## config.mk

```make
export PLATFORM = sky130hd
export DESIGN_NAME = fft_out_ctrl_flat
export DESIGN_NICKNAME = d
export VERILOG_FILES = /design/src/rtl/fft_pkg.sv /design/src/rtl/fft_out_ctrl_if.sv /design/src/rtl/fft_skid_fifo.sv /design/src/rtl/fft_out_ctrl.sv /design/src/flat_wrapper.sv
export SDC_FILE = /design/constraint.sdc
export NUM_CORES = 1
export LEC_CHECK = 0
export CAP_MARGIN = 20
export CORE_UTILIZATION = 45
export CTS_CLUSTER_DIAMETER = 100
export DETAILED_ROUTE_END_ITERATION = 16
export GPL_ROUTABILITY_DRIVEN = 0
export HOLD_SLACK_MARGIN = 0.12
export PLACE_DENSITY = 0.73
export SLEW_MARGIN = 20
export SYNTH_ARGS = -nofsm -noshare
export SYNTH_HDL_FRONTEND = slang
export SYNTH_HIERARCHICAL = 1
export SYNTH_SLANG_ARGS = --single-unit
```

## constraint.sdc

```tcl
create_clock -name clk -period 3.6 [get_ports clk]
set_input_delay 0.72 -clock clk [delete_from_list [all_inputs] [get_ports clk]]
set_output_delay 0.72 -clock clk [all_outputs]
set_load 0.01 [all_outputs]
```

## src/rtl/fft_pkg.sv

```systemverilog
// fft_pkg: shared state encodings and address helper for the FFT output-side control.
package fft_pkg;
    localparam logic [3:0] ST_IDLE  = 4'b0001;
    localparam logic [3:0] ST_RUN   = 4'b0010;
    localparam logic [3:0] ST_DRAIN = 4'b0100;
    localparam logic [3:0] ST_DONE  = 4'b1000;

    // Mirrors the low n bits of v; bits at and above n come out zero.
    function automatic logic [15:0] bit_rev(input logic [15:0] v, input logic [4:0] n);
        logic [15:0] r;
        r = '0;
        for (int i = 0; i < 16; i++)
            if (i < int'(n)) r[i] = v[int'(n) - 1 - i];
        return r;
    endfunction
endpackage

```

## src/rtl/fft_out_ctrl_if.sv

```systemverilog
// fft_out_ctrl_if: result-buffer read port plus AXI-stream output of the FFT output controller.
interface fft_out_ctrl_if #(
    parameter int DATA_WIDTH = 18,
    parameter int ADDR_WIDTH = 10
);
    logic                    rd_en;
    logic [ADDR_WIDTH-1:0]   rd_addr;
    logic [2*DATA_WIDTH-1:0] rd_data;
    logic [2*DATA_WIDTH-1:0] m_axi_data;
    logic                    m_axi_valid;
    logic                    m_axi_last;
    logic                    m_axi_ready;

    modport master (output rd_en, rd_addr, m_axi_data, m_axi_valid, m_axi_last,
                    input  rd_data, m_axi_ready);
    modport slave  (input  rd_en, rd_addr, m_axi_data, m_axi_valid, m_axi_last,
                    output rd_data, m_axi_ready);
endinterface

```

## src/rtl/fft_skid_fifo.sv

```systemverilog
// fft_skid_fifo: 2-entry fall-through FIFO; a push into an empty FIFO is visible at the head at once.
module fft_skid_fifo #(
    parameter int W = 37
) (
    input  logic         clk,
    input  logic         rst_n,
    input  logic         push,
    input  logic [W-1:0] din,
    input  logic         pop,
    output logic [W-1:0] dout,
    output logic         valid,
    output logic [1:0]   count
);
    logic [W-1:0] mem [2];
    logic         wp, rp, take, store, deq;

    assign valid = count != 2'd0 || push;
    assign dout  = count != 2'd0 ? mem[rp] : push ? din : '0;
    assign take  = pop && valid;
    // A word popped in the same cycle it arrives at an empty FIFO bypasses storage.
    assign store = push && !(count == 2'd0 && take);
    assign deq   = take && count != 2'd0;

    always_ff @(posedge clk)
        if (store) mem[wp] <= din;

    always_ff @(posedge clk or negedge rst_n)
        if (!rst_n) begin
            wp    <= 1'b0;
            rp    <= 1'b0;
            count <= 2'd0;
        end else begin
            if (store) wp <= ~wp;
            if (deq) rp <= ~rp;
            count <= count + 2'(store) - 2'(deq);
        end
endmodule

```

## src/rtl/fft_out_ctrl.sv

```systemverilog
// fft_out_ctrl: reads the FFT result buffer (optionally bit-reversed) and streams it out on AXI-stream.
module fft_out_ctrl
    import fft_pkg::*;
#(
    parameter int    LEN_WIDTH   = 16,
    parameter int    DATA_WIDTH  = 18,
    parameter int    ADDR_WIDTH  = 10,
    parameter string BIT_REVERSE = "ON"
) (
    input  logic                 clk,
    input  logic                 rst_n,
    input  logic [LEN_WIDTH-1:0] dft_length,
    input  logic [3:0]           fft_lev_limit,
    input  logic                 fft_cdone,
    output logic                 fft_odone,
    output logic                 busy,
    fft_out_ctrl_if.master       bus
);
    logic [3:0]              state, state_nx;
    logic [ADDR_WIDTH-1:0]   rcnt, cnt_max;
    logic [4:0]              nbits, lev_p1;
    logic [1:0]              count, credit;
    logic [2*DATA_WIDTH:0]   head;
    logic                    rd_en_d, last_d, is_last, last_hs;

    assign lev_p1   = {1'b0, fft_lev_limit} + 5'd1;
    assign is_last  = rcnt == cnt_max;
    // Reserve a FIFO slot for every word already stored or still coming back from the buffer.
    assign credit   = 2'd2 - count - {1'b0, rd_en_d};
    assign bus.rd_en = state == ST_RUN && credit != 2'd0;
    assign bus.rd_addr = BIT_REVERSE == "ON" ? ADDR_WIDTH'(bit_rev(16'(rcnt), nbits)) : rcnt;
    assign last_hs  = bus.m_axi_valid && bus.m_axi_ready && bus.m_axi_last;
    assign fft_odone = state == ST_DONE;
    assign busy     = state != ST_IDLE;
    assign bus.m_axi_last = head[2*DATA_WIDTH];
    assign bus.m_axi_data = head[2*DATA_WIDTH-1:0];

    always_comb
        state_nx = state == ST_IDLE  ? (fft_cdone ? ST_RUN : ST_IDLE) :
                   state == ST_RUN   ? (bus.rd_en && is_last ? ST_DRAIN : ST_RUN) :
                   state == ST_DRAIN ? (last_hs ? ST_DONE : ST_DRAIN) : ST_IDLE;

    always_ff @(posedge clk or negedge rst_n)
        if (!rst_n) begin
            state   <= ST_IDLE;
            rcnt    <= '0;
            cnt_max <= '0;
            nbits   <= '0;
            rd_en_d <= 1'b0;
            last_d  <= 1'b0;
        end else begin
            state   <= state_nx;
            rd_en_d <= bus.rd_en;
            last_d  <= bus.rd_en && is_last;
            if (bus.rd_en) rcnt <= rcnt + ADDR_WIDTH'(1);
            if (state == ST_IDLE && fft_cdone) begin
                rcnt    <= '0;
                cnt_max <= ADDR_WIDTH'(dft_length);
                nbits   <= lev_p1 > 5'(ADDR_WIDTH) ? 5'(ADDR_WIDTH) : lev_p1;
            end
        end

    fft_skid_fifo #(.W(2*DATA_WIDTH+1)) u_fifo (
        .clk   (clk),
        .rst_n (rst_n),
        .push  (rd_en_d),
        .din   ({last_d, bus.rd_data}),
        .pop   (bus.m_axi_ready),
        .dout  (head),
        .valid (bus.m_axi_valid),
        .count (count)
    );
endmodule

```

## src/flat_wrapper.sv

```systemverilog
// flat-port wrapper written by rule: the top's interface ports become plain ports
module fft_out_ctrl_flat import fft_pkg::*;
#(
    parameter int    LEN_WIDTH   = 16,
    parameter int    DATA_WIDTH  = 18,
    parameter int    ADDR_WIDTH  = 10,
    parameter string BIT_REVERSE = "  "
)
  (clk, rst_n, dft_length, fft_lev_limit, fft_cdone, fft_odone, busy, bus_rd_en, bus_rd_addr, bus_m_axi_data, bus_m_axi_valid, bus_m_axi_last, bus_rd_data, bus_m_axi_ready);
  fft_out_ctrl_if #(.DATA_WIDTH(DATA_WIDTH), .ADDR_WIDTH(ADDR_WIDTH)) bus_i ();
  input  logic clk;
  input  logic rst_n;
  input  logic [LEN_WIDTH-1:0] dft_length;
  input  logic [3:0] fft_lev_limit;
  input  logic fft_cdone;
  output logic fft_odone;
  output logic busy;
  output wire logic [$bits(bus_i.rd_en)-1:0] bus_rd_en;
  output wire logic [$bits(bus_i.rd_addr)-1:0] bus_rd_addr;
  output wire logic [$bits(bus_i.m_axi_data)-1:0] bus_m_axi_data;
  output wire logic [$bits(bus_i.m_axi_valid)-1:0] bus_m_axi_valid;
  output wire logic [$bits(bus_i.m_axi_last)-1:0] bus_m_axi_last;
  input wire logic [$bits(bus_i.rd_data)-1:0] bus_rd_data;
  input wire logic [$bits(bus_i.m_axi_ready)-1:0] bus_m_axi_ready;
  assign bus_rd_en = bus_i.rd_en;
  assign bus_rd_addr = bus_i.rd_addr;
  assign bus_m_axi_data = bus_i.m_axi_data;
  assign bus_m_axi_valid = bus_i.m_axi_valid;
  assign bus_m_axi_last = bus_i.m_axi_last;
  assign bus_i.rd_data = bus_rd_data;
  assign bus_i.m_axi_ready = bus_m_axi_ready;
  fft_out_ctrl #(.LEN_WIDTH(LEN_WIDTH), .DATA_WIDTH(DATA_WIDTH), .ADDR_WIDTH(ADDR_WIDTH), .BIT_REVERSE(BIT_REVERSE)) u_core (.clk(clk), .rst_n(rst_n), .dft_length(dft_length), .fft_lev_limit(fft_lev_limit), .fft_cdone(fft_cdone), .fft_odone(fft_odone), .busy(busy), .bus(bus_i));
endmodule
```

==> results of run 1 <==
worst reg2reg max path, stage by stage (launching register included):
cell,delay (ps)
dfrtp_1,540
buf_4,260
nor3b_1,520
and3b_2,600
cells by family (layout without fill, tap and decap cells):
group	after synthesis	after routing	share of synthesized area [%]
DFF	104	104	63.5
AOI/OAI and AO/OA	91	91	12.5
and+or+nand+nor	71	71	7.99
muxes	38	38	8.12
buffers and inverters	32	133	3.61
xor gates and xnor gates	17	17	3.18
adders and majority gates	4	4	1.07
flip-flops by register name (all words and copies together), names as in the netlist:
name                 flops
u_core/bus.rd_addr      10
u_core/rd_en_d           1
u_core/cnt_max          10
u_core/u_fifo/rp         1
u_core/u_fifo/count      2
u_core/u_fifo/mem       74
u_core/u_fifo/wp         1
u_core/state             4
u_core/last_d            1
path summary, 6_finish.rpt:
path	cells after the start	to	slack [ps]
min in group asynchronous	2	u_core/cnt_max[6]	750
setup / recovery	5	bus_m_axi_last	590
setup reg to reg	3	u_core/u_fifo/mem[1][6]	1310
hold reg to reg	0	u_core/u_fifo/mem[0][36]	480
hold / removal	0	u_core/u_fifo/mem[0][36]	480
max in group asynchronous	2	u_core/state[0]	2520
power by group through the flow:
stage / clock network, mW / registers [mW] / logic, mW
detailed placement: 0 / 1.69 / 2.24
finish: 0.705 / 1.66 / 2.23
global route: 0.778 / 1.69 / 2.43
global placement: 0 / 1.67 / 2.20
CTS: 0.729 / 1.66 / 2.24
floorplan: 0 / 1.62 / 1.34
layer usage:
metal / routed length, µm / share of wire [%] / GRT usage (%)
met5: 0 / 0 / 0
met4: 66 / 0.66 / 7.24
met3: 465 / 4.7 / 3.32
met2: 5090 / 51 / 32.4
met1: 4340 / 44 / 25.2
through the flow:
stage	instances	total power, mW	instance area [µm²]	hold slack, ps	util, %
detailed placement	574	3.92	5800	461	58.5
global route	591	4.89	6020	493	60.8
CTS	590	4.63	6000	484	60.5
global placement	574	3.87	5800	449	58.5
finish	591	4.59	6020	480	60.8
floorplan	357	2.96	4680	424	-
layout by cell type, fill, tap and decap left out, types with 7 or more instances in the layout:
master / instances
dfrtp_1: 28
buf_4: 8
a21oi_1: 39
inv_1: 7
clkbuf_8: 10
a211oi_1: 37
nand2_1: 37
mux2i_1: 38
xnor2_1: 13
clkdlybuf4s50_1: 100
edfxtp_1: 74
cell type report:
| cell class | count | area (µm²) |
|---|---|---|
| fillers | 810 | 3890 |
| repair buffers | 110 | 1110 |
| clock buffers | 11 | 141 |
| inverters | 7 | 26.3 |
| flip-flops and latches | 104 | 2980 |
| clock inverters | 5 | 56.3 |
| multi-input cells | 221 | 1550 |
| well taps | 133 | 166 |
==> run metrics, run 1 <==
Seq pwr share between 30% and 40%; Die Wd around 100 µm; endpoints failing setup 0; DRT antenna net count 0; Sw Share 35.8%; Clock power frac 15.4%; Die Height around 100 µm; average wire per cell in the routed design 16.9 µm; Site Rows 36; slack of the critical path 588 ps; ys async rst share 28.8%; GRT Total Usage about a fifth; CP Cell Sequence buf_4 -> or2_1 -> buf_4 -> a21oi_1 -> clkdlybuf4s50_1; Rel. slew slack a little under two fifths; H-Tree Depth 3; Setup Crit Path Kind reg2out; Startpoint Class register; worst hold path type reg2reg; fraction of layout cells with a size suffix above 1 under 10%; first-pass GRT wire length ~17 mm; DR vias around 3,200; post-synth net total approximately 420; diodes inserted 0; CP max stage delay roughly 600 ps; Post-Synthesis Cells between 300 and 400; Buf+Inv Stages, Crit Path 3; initial antenna violation count 0; Synth warnings 6; area leader, netlist edfxtp_1; CTS tree yes; hold_sp u_core/last_d; GRT Residual Overflow 0; CTS Buffer Depth 2; Core Footprint ~10000 µm²; Post-CTS Resized 0; clk_lat worst skew between 300 and 400 ps; Starting Density 47.3%; reg2reg start u_core/u_fifo/count[1]; Post-CTS Setup Bufs 0; Fmax roughly 330 MHz; Clock Tree Root clkbuf_8; Synth cell types 42; io pins roughly 110; min cycle time layout about 3000 ps; I/O Buffers 100; cts hold-fix bufs 0; leakage power 2.22 nW; Largest delay share family, worst path buffers and inverters; syn_area_per_cell approximately 13 µm²; Detail Placement HPWL 6.26 mm; unrepaired setup endpoints after global routing no; Arr. time, crit path approximately 2300 ps; area grow syn2layout 28.6%; Mapped Area between 4000 and 5000 µm²; Internal 2.95 mW; Worst-path clk slew ~90 ps; First DRT Iteration DRCs approximately 160; largest cells by area after synthesis edfxtp_1 (47%), dfrtp_1 (15%), mux2i_1 (8.1%); most frequent cell after synthesis edfxtp_1; crit end category output port; Tightest Pin Transition between 900 and 1000 ps; Clock Sinks 104; largest net degree at the start of global routing 43; Total Wirelength roughly 10 mm; max-slew violations 0; Critical Path RT between 2000 and 3000 ps; VDD IR max roughly 370 µV; pre-CTS WS roughly 780 ps; Tcrit/Tclk final 83.7%; total CTS buffers 9; DR pass1 iterations 5; CP Max Fanout 23; fin nets 517; Switch Pwr 1.65 mW; status complete, no violations; Synth top area share around 47%; via-per-instance ratio 5.42; Comb power frac just under 50%; max cap viols 0; Critical-path top delay cell clkdlybuf4s50_1; Setup TNS 0 ps; Post-synth EDFFs 74; total power divided by cell area 762 nW/µm²; Setup Skew approximately 11 ps; DRC 0; ranking of synthesized cells by instance count edfxtp_1 (74), a21oi_1 (39), mux2i_1 (38); Hold Fails Final Rpt 0; Critical Path Most Common Cell buf_4; register area share after synthesis approximately 64%; post-synthesis sequential element count ~100; Die Area approximately 11,000 µm²; CP startpoint u_core/u_fifo/count[0]; dominant synthesized flop cell edfxtp_1; vias in the first global route approximately 3,200
Power figures use the tool's default switching activity.
==> run 2, diff against run 1 <==
--- a/config.mk
+++ b/config.mk
@@ -11,7 +11,7 @@
 export DETAILED_ROUTE_END_ITERATION = 16
 export GPL_ROUTABILITY_DRIVEN = 0
 export HOLD_SLACK_MARGIN = 0.12
-export PLACE_DENSITY = 0.73
+export PLACE_DENSITY = 0.76
 export SLEW_MARGIN = 20
 export SYNTH_ARGS = -nofsm -noshare
 export SYNTH_HDL_FRONTEND = slang
==> constraint.sdc (replaced) <==
create_clock -name clk -period 2.6 [get_ports clk]
set_input_delay 0.52 -clock clk [delete_from_list [all_inputs] [get_ports clk]]
set_output_delay 0.52 -clock clk [all_outputs]
set_load 0.01 [all_outputs]
==> run metrics, run 2 (synthesis results as in run 1) <==
Die Height 104 µm (unchanged); clk_lat worst skew 370 ps (+20 ps); GRT Residual Overflow 0 (unchanged); Setup Crit Path Kind reg2out; r2r endpoint u_core/bus.rd_addr[6]; Buf+Inv Stages, Crit Path 2 (-1); Switch Pwr 2.37 mW (+44%); WHS Endpoint u_core/u_fifo/mem[0][36]; worst hold path type reg2reg; DR vias 3,292 (+2.7%); Die Area 10,800 µm² (unchanged); # fillers 785 (-3.1%); Total Wirelength 10.2 mm (+1.9%); Comb power frac 50.9% (+2.3 points); min cycle time layout 2530 ps; Worst-path clk slew 100 ps (about the same); cts hold-fix bufs 0 (unchanged); Clock Sinks 104 (unchanged); average wire per cell in the routed design 16.9 µm (about the same); initial antenna violation count 0 (unchanged); CP Max Fanout 27 (+17%); DR pass1 iterations 4 (-1); leakage power 2.38 nW (+7.0%); max FFs per register 74 (unchanged); Fmax ~400 MHz; hold_sp u_core/last_d; max cap viols 0 (unchanged); diodes inserted 0 (unchanged); DRC 0 (unchanged); Worst Reg2Reg Path Length in Cells 7 (+4); commonest cells after routing, fill and taps aside clkdlybuf4s50_1 (91), edfxtp_1 (74), mux2i_1 (38), a21oi_1 (38); io pins 111 (unchanged); total CTS buffers 9 (unchanged); VDD IR max 459 µV (+26%); endpoints failing setup 0 (unchanged); CP Cell Sequence or2_1 -> buf_6 -> a21oi_1 -> clkdlybuf4s50_1; Tightest Pin Transition 553 ps (-372 ps); Hold Fails Final Rpt 0 (unchanged); unrepaired setup endpoints after global routing yes; Setup Skew 9.00 ps (-1.70 ps); fin nets 528 (+2.1%); Die Wd 104 µm (unchanged); GRT Total Usage 19.1% (-0.29 points); Top reg by flops u_core/u_fifo/mem; dpl cells 582 (+1.4%); Sw Share 36.8% (+0.99 points); Tcrit/Tclk final 97.3%; Detail Placement HPWL 6.42 mm (+2.5%); CTS Buffer Depth 2 (unchanged); Setup TNS 0 ps (unchanged); vias in the first global route 3,275 (+1.3%); Largest delay share family, worst path buffers and inverters; first-pass GRT wire length 16.3 mm (-1.7%); total power divided by cell area 1040 nW/µm² (+37%); Critical Path RT 2080 ps (-800 ps); Critical-path top delay cell clkdlybuf4s50_1; reg2reg start u_core/u_fifo/count[0]; hold path depth 0 (unchanged); Post-Layout Cell Count 602 (+1.9%); Clock Tree Root clkbuf_8; Internal 4.06 mW (+38%); largest net degree at the start of global routing 43 (unchanged); DRT antenna net count 0 (unchanged); CP max stage delay 560 ps (-30 ps); Rel. slew slack 62.6% (+24 points); First DRT Iteration DRCs 197 (+26%); I/O Buffers 100 (unchanged); crit end category output port; commonest non-fill, non-tap cell in the layout clkdlybuf4s50_1; Starting Density 47.3% (unchanged); area grow syn2layout 31.5%; H-Tree Depth 3 (unchanged); via-per-instance ratio 5.47 (+0.84%); CTS tree yes; Seq pwr share 34.9% (-1.2 points); fraction of layout cells with a size suffix above 1 10.2% (+3.0 points); Clock power frac 14.2% (-1.2 points); max-slew violations 0 (unchanged); status complete, no violations; reg2reg setup slack 730 ps (-580 ps); Arr. time, crit path 2010 ps (-280 ps); Site Rows 36 (unchanged); Startpoint Class register; Core Footprint 9910 µm² (unchanged)
==> run 2: what timing repair did <==
action                     4_1_cts  5_1_grt
setup buffers                    1        3
setup endpoints to repair       19        9
pin swaps                        0        2
resized for setup                4       11
cloned                           0        0
==> run 2: layout make-up <==
| class | count | area (µm²) | area share [%] |
|---|---|---|---|
| sequential | 104 | 2980 | 48.3 |
| multi-input combinational | 221 | 1570 | 25.6 |
| timing repair buffer | 121 | 1240 | 20.1 |
| tap | 133 | 166 | 2.70 |
| clock buffer | 9 | 124 | 2.01 |
| clock inverter | 7 | 53.8 | 0.874 |
| inverter | 7 | 26.3 | 0.427 |
==> run 2: worst reg2reg max path, cell delays in order (launching register included) <==
cell	delay [ps]
dfrtp_1	420
inv_1	70
ha_1	180
xor2_2	220
buf_4	170
o211ai_2	170
or3_1	400
a21oi_1	170
==> run 2: worst max path at each step <==
stage / start / to / cells past startpoint / slack, ps
global route: u_core/rd_en_d / bus_m_axi_last / 4 / -20
detailed placement: bus_rd_data[15] / bus_m_axi_data[15] / 4 / 220
global placement: bus_rd_data[3] / bus_m_axi_data[3] / 4 / 240
floorplan: u_core/rd_en_d / u_core/u_fifo/mem[1][0] / 3 / 490
finish: u_core/u_fifo/count[1] / bus_m_axi_data[3] / 4 / 70
CTS: u_core/u_fifo/count[0] / bus_rd_en / 6 / 6
==> run 2: through the flow <==
step / total power [mW] / instance area [µm²] / setup slack [ps] / util [%] / hold slack, ps
6_report: 6.43 / 6160 / 69.6 / 62.1 / 487
3_3_place_gp: 5.45 / 5900 / 237 / 59.5 / 447
2_1_floorplan: 4.10 / 4690 / 486 / - / 224
4_1_cts: 6.48 / 6110 / 5.80 / 61.6 / 489
3_5_place_dp: 5.51 / 5900 / 219 / 59.5 / 464
5_1_grt: 6.82 / 6160 / -16.3 / 62.1 / 482
==> run 2: per-layer routing <==
layer / vias to the layer above / part of all wire, % / track usage [%]
met4: 0 / 1.1 / 4.90
met5: - / 0 / 0
li1: 1563 / - / -
met2: 96 / 51 / 33.9
met3: 13 / 4.9 / 4.51
met1: 1620 / 43 / 23.2
==> run 2: power by group through the flow <==
| stage | sequential (mW) | combinational (mW) | clock, mW |
|---|---|---|---|
| after global placement | 2.29 | 3.16 | 0 |
| after global routing | 2.27 | 3.55 | 1.00 |
| final | 2.24 | 3.28 | 0.916 |
| after CTS | 2.24 | 3.29 | 0.952 |
| after detailed placement | 2.31 | 3.20 | 0 |
| after floorplan | 2.24 | 1.86 | 0 |
==> run 3, diff against run 2 <==
--- a/config.mk
+++ b/config.mk
@@ -5,7 +5,6 @@
 export SDC_FILE = /design/constraint.sdc
 export NUM_CORES = 1
 export LEC_CHECK = 0
-export CAP_MARGIN = 20
 export CORE_UTILIZATION = 45
 export CTS_CLUSTER_DIAMETER = 100
 export DETAILED_ROUTE_END_ITERATION = 16
==> results of run 3 <==
The final DEF is identical to that of run 2; final timing and power are the same.
